## config.mk

```make
export PLATFORM = sky130hd
export DESIGN_NAME = mem_access_arbiter
export DESIGN_NICKNAME = d
export VERILOG_FILES = /design/src/rtl/mem_access_arbiter.sv
export SDC_FILE = /design/constraint.sdc
export NUM_CORES = 1
export LEC_CHECK = 0
export ABC_AREA = 1
export CORE_AREA = 2 2 90 92
export DETAILED_ROUTE_END_ITERATION = 10
export DIE_AREA = 0 0 92 94
export PLACE_DENSITY = 0.75
export RECOVER_POWER = 25
export SLEW_MARGIN = 10
export SYNTH_ARGS = -nofsm -noshare
export SYNTH_HDL_FRONTEND = slang
export SYNTH_SLANG_ARGS = --single-unit
```

## constraint.sdc

```tcl
create_clock -name clk -period 1.5 [get_ports clk]
set_input_delay 0.15 -clock clk [delete_from_list [all_inputs] [get_ports clk]]
set_output_delay 0.15 -clock clk [all_outputs]
set_load 0.05 [all_outputs]
```

## src/rtl/mem_access_arbiter.sv

```systemverilog
// Round-robin arbiter between the fetch and load/store clients for a single
// main memory, with read-latency timing and address bound checking.
module mem_access_arbiter #(
  parameter int AW     = 13,
  parameter int DW     = 13,
  parameter int DEPTH  = 13,
  parameter int RD_LAT = 1
) (
  input  logic          clk,
  input  logic          reset,
  input  logic          if_req,
  input  logic [AW-1:0] if_addr,
  output logic          if_gnt,
  output logic          if_rvalid,
  output logic [DW-1:0] if_rdata,
  input  logic          d_req,
  input  logic          d_we,
  input  logic [AW-1:0] d_addr,
  input  logic [DW-1:0] d_wdata,
  output logic          d_gnt,
  output logic          d_rvalid,
  output logic [DW-1:0] d_rdata,
  output logic          err,
  output logic          busy,
  output logic [AW-1:0] mem_address,
  output logic [DW-1:0] mem_dataIn,
  output logic          mem_write,
  output logic          mem_read,
  output logic          mem_instruction,
  input  logic [DW-1:0] mem_dataOut
);

  typedef enum logic [2:0] {
    S_IDLE,
    S_ACCESS,
    S_WAIT,
    S_RESP,
    S_ERR
  } state_t;

  state_t        r_state, w_stateNext;
  logic          r_lastD, w_lastD;
  logic          r_ownD, w_ownD;
  logic          r_we, w_we;
  logic [2:0]    r_cnt, w_cnt;

  logic          r_ifGnt, w_ifGnt;
  logic          r_dGnt, w_dGnt;
  logic          r_ifRvalid, w_ifRvalid;
  logic          r_dRvalid, w_dRvalid;
  logic [DW-1:0] r_ifRdata, w_ifRdata;
  logic [DW-1:0] r_dRdata, w_dRdata;
  logic          r_err, w_err;
  logic          r_busy, w_busy;
  logic [AW-1:0] r_memAddress, w_memAddress;
  logic [DW-1:0] r_memDataIn, w_memDataIn;
  logic          r_memWrite, w_memWrite;
  logic          r_memRead, w_memRead;
  logic          r_memInstr, w_memInstr;

  logic          w_pickD;
  logic [AW-1:0] w_selAddr;

  // On contention the data client wins unless it won the previous grant.
  assign w_pickD   = d_req & (~if_req | ~r_lastD);
  assign w_selAddr = w_pickD ? d_addr : if_addr;

  always_comb begin
    w_stateNext  = r_state;
    w_lastD      = r_lastD;
    w_ownD       = r_ownD;
    w_we         = r_we;
    w_cnt        = r_cnt;
    w_ifGnt      = 1'b0;
    w_dGnt       = 1'b0;
    w_ifRvalid   = 1'b0;
    w_dRvalid    = 1'b0;
    w_err        = 1'b0;
    w_memWrite   = 1'b0;
    w_memRead    = 1'b0;
    w_ifRdata    = r_ifRdata;
    w_dRdata     = r_dRdata;
    w_memAddress = r_memAddress;
    w_memDataIn  = r_memDataIn;
    w_memInstr   = r_memInstr;

    case (r_state)
      S_IDLE: begin
        if (if_req || d_req) begin
          w_ownD  = w_pickD;
          w_lastD = w_pickD;
          w_we    = w_pickD & d_we;
          w_ifGnt = ~w_pickD;
          w_dGnt  = w_pickD;
          // Out-of-range addresses never drive a strobe or the memory address.
          if (w_selAddr >= AW'(DEPTH)) begin
            w_stateNext = S_ERR;
            w_err       = 1'b1;
          end else begin
            w_stateNext  = S_ACCESS;
            w_memAddress = w_selAddr;
            w_memDataIn  = w_pickD ? d_wdata : '0;
            w_memInstr   = ~w_pickD;
            w_memWrite   = w_pickD & d_we;
            w_memRead    = ~(w_pickD & d_we);
          end
        end
      end

      S_ACCESS: begin
        if (r_we) begin
          w_stateNext = S_IDLE;
        end else begin
          w_stateNext = S_WAIT;
          w_cnt       = 3'd1;
        end
      end

      S_WAIT: begin
        if (r_cnt == 3'(RD_LAT)) begin
          w_stateNext = S_RESP;
          if (r_ownD) begin
            w_dRdata  = mem_dataOut;
            w_dRvalid = 1'b1;
          end else begin
            w_ifRdata  = mem_dataOut;
            w_ifRvalid = 1'b1;
          end
        end else begin
          w_cnt = r_cnt + 3'd1;
        end
      end

      S_RESP: begin
        w_stateNext = S_IDLE;
      end

      S_ERR: begin
        if (r_we) begin
          w_stateNext = S_IDLE;
        end else begin
          w_stateNext = S_RESP;
          if (r_ownD) begin
            w_dRdata  = '0;
            w_dRvalid = 1'b1;
          end else begin
            w_ifRdata  = '0;
            w_ifRvalid = 1'b1;
          end
        end
      end

      default: begin
        w_stateNext = S_IDLE;
      end
    endcase

    w_busy = (w_stateNext != S_IDLE);
  end

  always_ff @(posedge clk) begin
    if (!reset) begin
      r_state      <= S_IDLE;
      r_lastD      <= 1'b0;
      r_ownD       <= 1'b0;
      r_we         <= 1'b0;
      r_cnt        <= 3'd0;
      r_ifGnt      <= 1'b0;
      r_dGnt       <= 1'b0;
      r_ifRvalid   <= 1'b0;
      r_dRvalid    <= 1'b0;
      r_ifRdata    <= '0;
      r_dRdata     <= '0;
      r_err        <= 1'b0;
      r_busy       <= 1'b0;
      r_memAddress <= '0;
      r_memDataIn  <= '0;
      r_memWrite   <= 1'b0;
      r_memRead    <= 1'b0;
      r_memInstr   <= 1'b0;
    end else begin
      r_state      <= w_stateNext;
      r_lastD      <= w_lastD;
      r_ownD       <= w_ownD;
      r_we         <= w_we;
      r_cnt        <= w_cnt;
      r_ifGnt      <= w_ifGnt;
      r_dGnt       <= w_dGnt;
      r_ifRvalid   <= w_ifRvalid;
      r_dRvalid    <= w_dRvalid;
      r_ifRdata    <= w_ifRdata;
      r_dRdata     <= w_dRdata;
      r_err        <= w_err;
      r_busy       <= w_busy;
      r_memAddress <= w_memAddress;
      r_memDataIn  <= w_memDataIn;
      r_memWrite   <= w_memWrite;
      r_memRead    <= w_memRead;
      r_memInstr   <= w_memInstr;
    end
  end

  assign if_gnt          = r_ifGnt;
  assign if_rvalid       = r_ifRvalid;
  assign if_rdata        = r_ifRdata;
  assign d_gnt           = r_dGnt;
  assign d_rvalid        = r_dRvalid;
  assign d_rdata         = r_dRdata;
  assign err             = r_err;
  assign busy            = r_busy;
  assign mem_address     = r_memAddress;
  assign mem_dataIn      = r_memDataIn;
  assign mem_write       = r_memWrite;
  assign mem_read        = r_memRead;
  assign mem_instruction = r_memInstr;

endmodule

```

* Word-level counts from Yosys, hierarchy flattened
Index checks and enable logic that the tools add are counted.
Operators by class: add/sub/neg operators 1, order comparisons 1, equality and inequality tests 12, mux-type cells 30, bitwise operators 11, reduce and logical (&&, ||, !) cells 12
Operator list (count):
- 2-to-1 mux 13 bit | 10
- case mux 13 bit (2 select lines) | 2
- inequality test 2 bit (second input constant) | 8
- 2-to-1 mux 3 bit | 5
- greater-or-equal comparator 13 x 4 -> 1 bit (second input constant) | 1
- case mux 3 bit (4 select lines) | 1
- AND reduction 5 bit | 2
- AND reduction 3 bit | 3
- inverter 1 bit | 8
- 2-to-1 mux 1 bit | 7
- equality test 3 x 1 -> 1 bit (second input constant) | 2
- case mux 3 bit (2 select lines) | 1
- 2-to-1 mux 2 bit | 2
- case mux 1 bit (2 select lines) | 2
- nonzero test 2 bit | 2
- OR reduction 4 bit | 1
- adder 3 x 1 -> 3 bit (second input constant) | 1
- equality test 3 x 2 -> 1 bit (second input constant) | 1
- equality test 3 bit (second input constant) | 1
- zero test 3 bit | 1
- nonzero test 3 bit | 1
- bitwise AND 1 bit | 2
- AND reduction 2 bit | 1
- logical OR 1 bit | 1
- OR 1 bit | 1
Storage, ports and cells: flip-flop bits (word level) 69, bits of input ports 57, output and inout bits 61, word-level logic and storage cells 84

* Logic depth before layout (Yosys ltp)
Gate-level depths: netlist of run 1.
word-level depth 9, depth in mapped cells 14, gate-level depth less buffers 12

* Worst setup path after synthesis of run 1
No wires, ideal clock.
kind register to register, start point reg, netlist name r_ownD, end point reg r_memAddress[2], in the netlist mem_address[2], setup time 0.114 ns, arrival time 1.511 ns, required time 1.386 ns, slack -0.125 ns, stages on the path, launching flop included 12, cell sequence dfxtp_1 > nand2_2 > buf_2 > nand3_1 > nand2_1 > nor2_1 > nand3_1 > nor2_4 > nand2_2 > buf_2 > a21oi_1 > nor2_1
RTL lines:
- end signal, assigned | RTL line 195 | r_memAddress <= w_memAddress;
- end, declared | RTL line 55 | logic [AW-1:0] r_memAddress, w_memAddress;

==> results.json, run 1 <==
{
  "timing.final.max_slew_violations": 0,
  "netSwitchingPower_mw": 1.97,
  "post-route-util_pct": 63.1,
  "switching_share_pct": 36.6,
  "fp.dieH_um": 94,
  "synth_cells": 400,
  "cell_area_synth_mm2": 0.00285,
  "unrepaired_setup_endpoints_after_global_routing": "true",
  "dp_slack_ps": -469,
  "hold_violations": 0,
  "combPwrFrac_pct": 35.8,
  "clockRootBuffer": "sky130_fd_sc_hd__clkbuf_8",
  "final_layout_size_suffix_gt1_share_pct": 31.9,
  "worst_pin_slew_ps": 618,
  "core-area_mm2": 0.00761,
  "final_critical_path_share_of_the_clock_period_pct": 114,
  "drc": 0,
  "portBuffers": 117,
  "slowest_stage": "sky130_fd_sc_hd__dfxtp_4",
  "startpoint": "r_ownD",
  "dp_hpwl_mm": 5.64,
  "vias": 3057,
  "maxSlewHeadroom_pct": 59.0,
  "status": "finished with violations",
  "fin_nets": 609,
  "initial_utilization_pct": 37.5,
  "ys_ff_latch": 69,
  "clkSinkCount": 69,
  "critPathArrivalTime_ps": 1970,
  "antennaDiodeCount": 0,
  "worstSkewPairLatency_ps": 330,
  "crit_path_frequent_cell": "sky130_fd_sc_hd__buf_8",
  "powerDensity_mw_per_mm2": 1120,
  "drt-total-wl_mm": 8.51,
  "p_int_mw": 3.41,
  "clock_group_share_of_total_power_pct": 25.0,
  "synth_most_common_cell": "sky130_fd_sc_hd__nand2_1",
  "placementRows": 32,
  "synth_edf_count": 0,
  "wire_per_inst_um": 13.0,
  "synth_seq_area_share_pct": 48.5,
  "reg2reg_to": "mem_dataIn[11]",
  "holdCritPathClass": "in2reg",
  "number_of_logic_stages_on_the_critical_path_including_buffering": 11,
  "setup_slack_after_layout_ps": -203,
  "antenna_violations_before_repair": 0,
  "vias_per_cell": 4.66,
  "report.final.setup_viol": 33,
  "area_delta_synth_final_pct": 68.5,
  "cts_tree": "built",
  "grt_overflow": 0,
  "fin_total_pwr_mw": 5.38,
  "share_of_flip_flops_with_an_asynchronous_set_or_reset_pct": 0,
  "failed_checks": "setup timing",
  "ff2ff_path_depth": 11,
  "synthDistinctLibCells": 23,
  "grt_max_degree": 24,
  "r2r-start": "r_ownD",
  "worst-endpoint-required_ps": 1770,
  "gp_congestion": 0.903,
  "worst_clock_skew_ps": 8.80,
  "fin_crit_ps": 1700,
  "drtIter0Drc": 99,
  "cpLargestDelayFamily": "simple AND/OR/NAND/NOR gates",
  "grt_first_pass_wirelength_mm": 13.0,
  "yosys.area.top_type_share_pct": 48.5,
  "maximum_frequency_from_static_timing_analysis_mhz": 587,
  "max_stage_delay_ps": 390,
  "synth_warnings": 0,
  "detailedRoute.firstPassIterationCount": 4,
  "first_global_vias": 2909,
  "gr-usage-all-layers_pct": 18.8,
  "worst-path-max-fanout": 8,
  "synthesis.area_per_instance_um2": 7.12,
  "sequentialPowerShare_pct": 39.2,
  "boundaryPins": 118,
  "dominantRegCellSynth": "sky130_fd_sc_hd__dfxtp_1",
  "final_antenna_net_count": 0,
  "timing.critical_path.to": "mem_dataIn[11]",
  "peakVddDrop_mv": 0.701,
  "worstPathBufferInverterCount": 3,
  "power.static_leakage_nw": 2.16,
  "postSynthNetCount": 459,
  "netlist_top_cells_area": "sky130_fd_sc_hd__dfxtp_1 (48%), sky130_fd_sc_hd__nand2_1 (12%), sky130_fd_sc_hd__nor2_1 (9.0%)",
  "post_synth_most_frequent_cells": "sky130_fd_sc_hd__nand2_1 (88), sky130_fd_sc_hd__dfxtp_1 (69), sky130_fd_sc_hd__nor2_1 (68), sky130_fd_sc_hd__inv_1 (50), sky130_fd_sc_hd__a21oi_1 (33)",
  "worstSetupPathType": "reg2reg",
  "cts-root-to-sink-buffers": 2,
  "worst_setup_path_end_kind": "flip-flop",
  "startpoint_type": "flip-flop",
  "x_dimension_of_the_die_um": 92,
  "timing.critical_path.cells": "nand2_8 -> buf_8 -> nand3_2 -> nand2_1 -> nor2_1 -> nand3_1 -> nor2_4 -> buf_6 -> buf_8 -> nand4_1 -> a21oi_1",
  "cts_buffers": 9,
  "die_area_mm2": 0.00865,
  "r2r_setup_slack_ps": -200,
  "max_cap_violations": 0,
  "clk_pin_slew_ps": 70,
  "yosys.area.top_type": "sky130_fd_sc_hd__dfxtp_1",
  "clock_tree.htree_level_count": 3
}
==> power groups by stage <==
stage                     sequential, mW  clock, mW  combinational, mW
after floorplan                     2.57          0              0.563
after global placement              2.13          0               1.63
after detailed placement            2.14          0               1.65
after CTS                           2.10       1.38               1.70
after global routing                2.13       1.46               2.08
final                               2.11       1.35               1.92
==> repair_timing <==
action | 4_1_cts | 5_1_grt
pin swaps | 15 | 13
endpoints found under the setup margin | 54 | 60
setup buffers | 3 | 0
gates cloned | 3 | 4
resized for setup | 33 | 80
hold buffers | 0 | 0
==> sequential cells by signal, indices dropped and copies added (netlist names) <==
register,flops
d_rdata,13
r_state,3
busy,1
if_rvalid,1
mem_address,13
if_rdata,13
mem_write,1
mem_dataIn,13
d_rvalid,1
mem_read,1
r_cnt,3
r_ownD,1
d_gnt,1
mem_instruction,1
err,1
if_gnt,1
r_we,1
==> cell type report <==
type,count,area [um2]
Inverter,51,194
Fill cell,673,2810
Clock inverter,4,23.8
Timing Repair Buffer,158,1430
Tap cell,102,128
Sequential cell,69,1390
Clock buffer,11,151
Multi-Input combinational cell,261,1490
==> tightest hold or removal path, cell delays in order <==
cell and delay, ps:
sky130_fd_sc_hd__clkdlybuf4s50_1 400, sky130_fd_sc_hd__nand4_1 80, sky130_fd_sc_hd__a21oi_1 50
==> how the worst min path moves through the flow <==
| stage | start | endpoint | slack (ps) | cells past startpoint |
|---|---|---|---|---|
| 2_1_floorplan | d_we | mem_read | 240 | 1 |
| 3_3_place_gp | mem_address[11] | mem_address[11] | 450 | 2 |
| 3_5_place_dp | mem_address[5] | mem_address[5] | 440 | 2 |
| 4_1_cts | d_wdata[5] | mem_dataIn[5] | 380 | 3 |
| 5_1_grt | d_wdata[10] | mem_dataIn[10] | 390 | 3 |
| 6_report | d_wdata[10] | mem_dataIn[10] | 390 | 3 |
==> layout by cell type, fill, tap and decap left out, drive strengths merged <==
cell	count
clkbuf	31
or2	2
clkinv	4
a21oi	33
a211oi	1
nor2	70
o21ai	23
ha	2
nand3	19
nand4	12
o22ai	1
inv	51
buf	82
nand2	92
clkdlybuf4s50	54
dfxtp	69
dlygate4sd2	2
nand3b	6
==> per-stage QoR <==
stage               setup TNS [ps]  instance area (um2)  std cells  hold slack (ps)
floorplan                    -1730                 2860        400              240
global placement            -12620                 4170        631              446
detailed placement          -14050                 4170        631              444
CTS                          -3600                 4540        652              375
global route                -10300                 4800        656              395
finish                       -4990                 4800        656              390
==> cells by family (layout without fill, tap and decap cells) <==
group	count (synthesis)	in the layout	synth area share, %
AOI/OAI and AO/OA	58	58	10.3
and+or+nand+nor	200	201	30.0
adders and majority gates	2	2	0.878
DFF	69	69	48.5
buffers and inverters	71	224	10.3
==> routing by layer <==
layer	routed length, um	track usage (%)
met2	4310	32.8
met4	173	7.09
met5	0	0
met3	503	5.46
met1	3530	21.9
No activity file was read; power rests on OpenSTA's default activity.
==> inputs of run 2 (changes only) <==
Settings changed: HOLD_SLACK_MARGIN from default to 0.02.
==> results of run 2 <==
The final DEF is identical to that of run 1; final timing and power are the same.
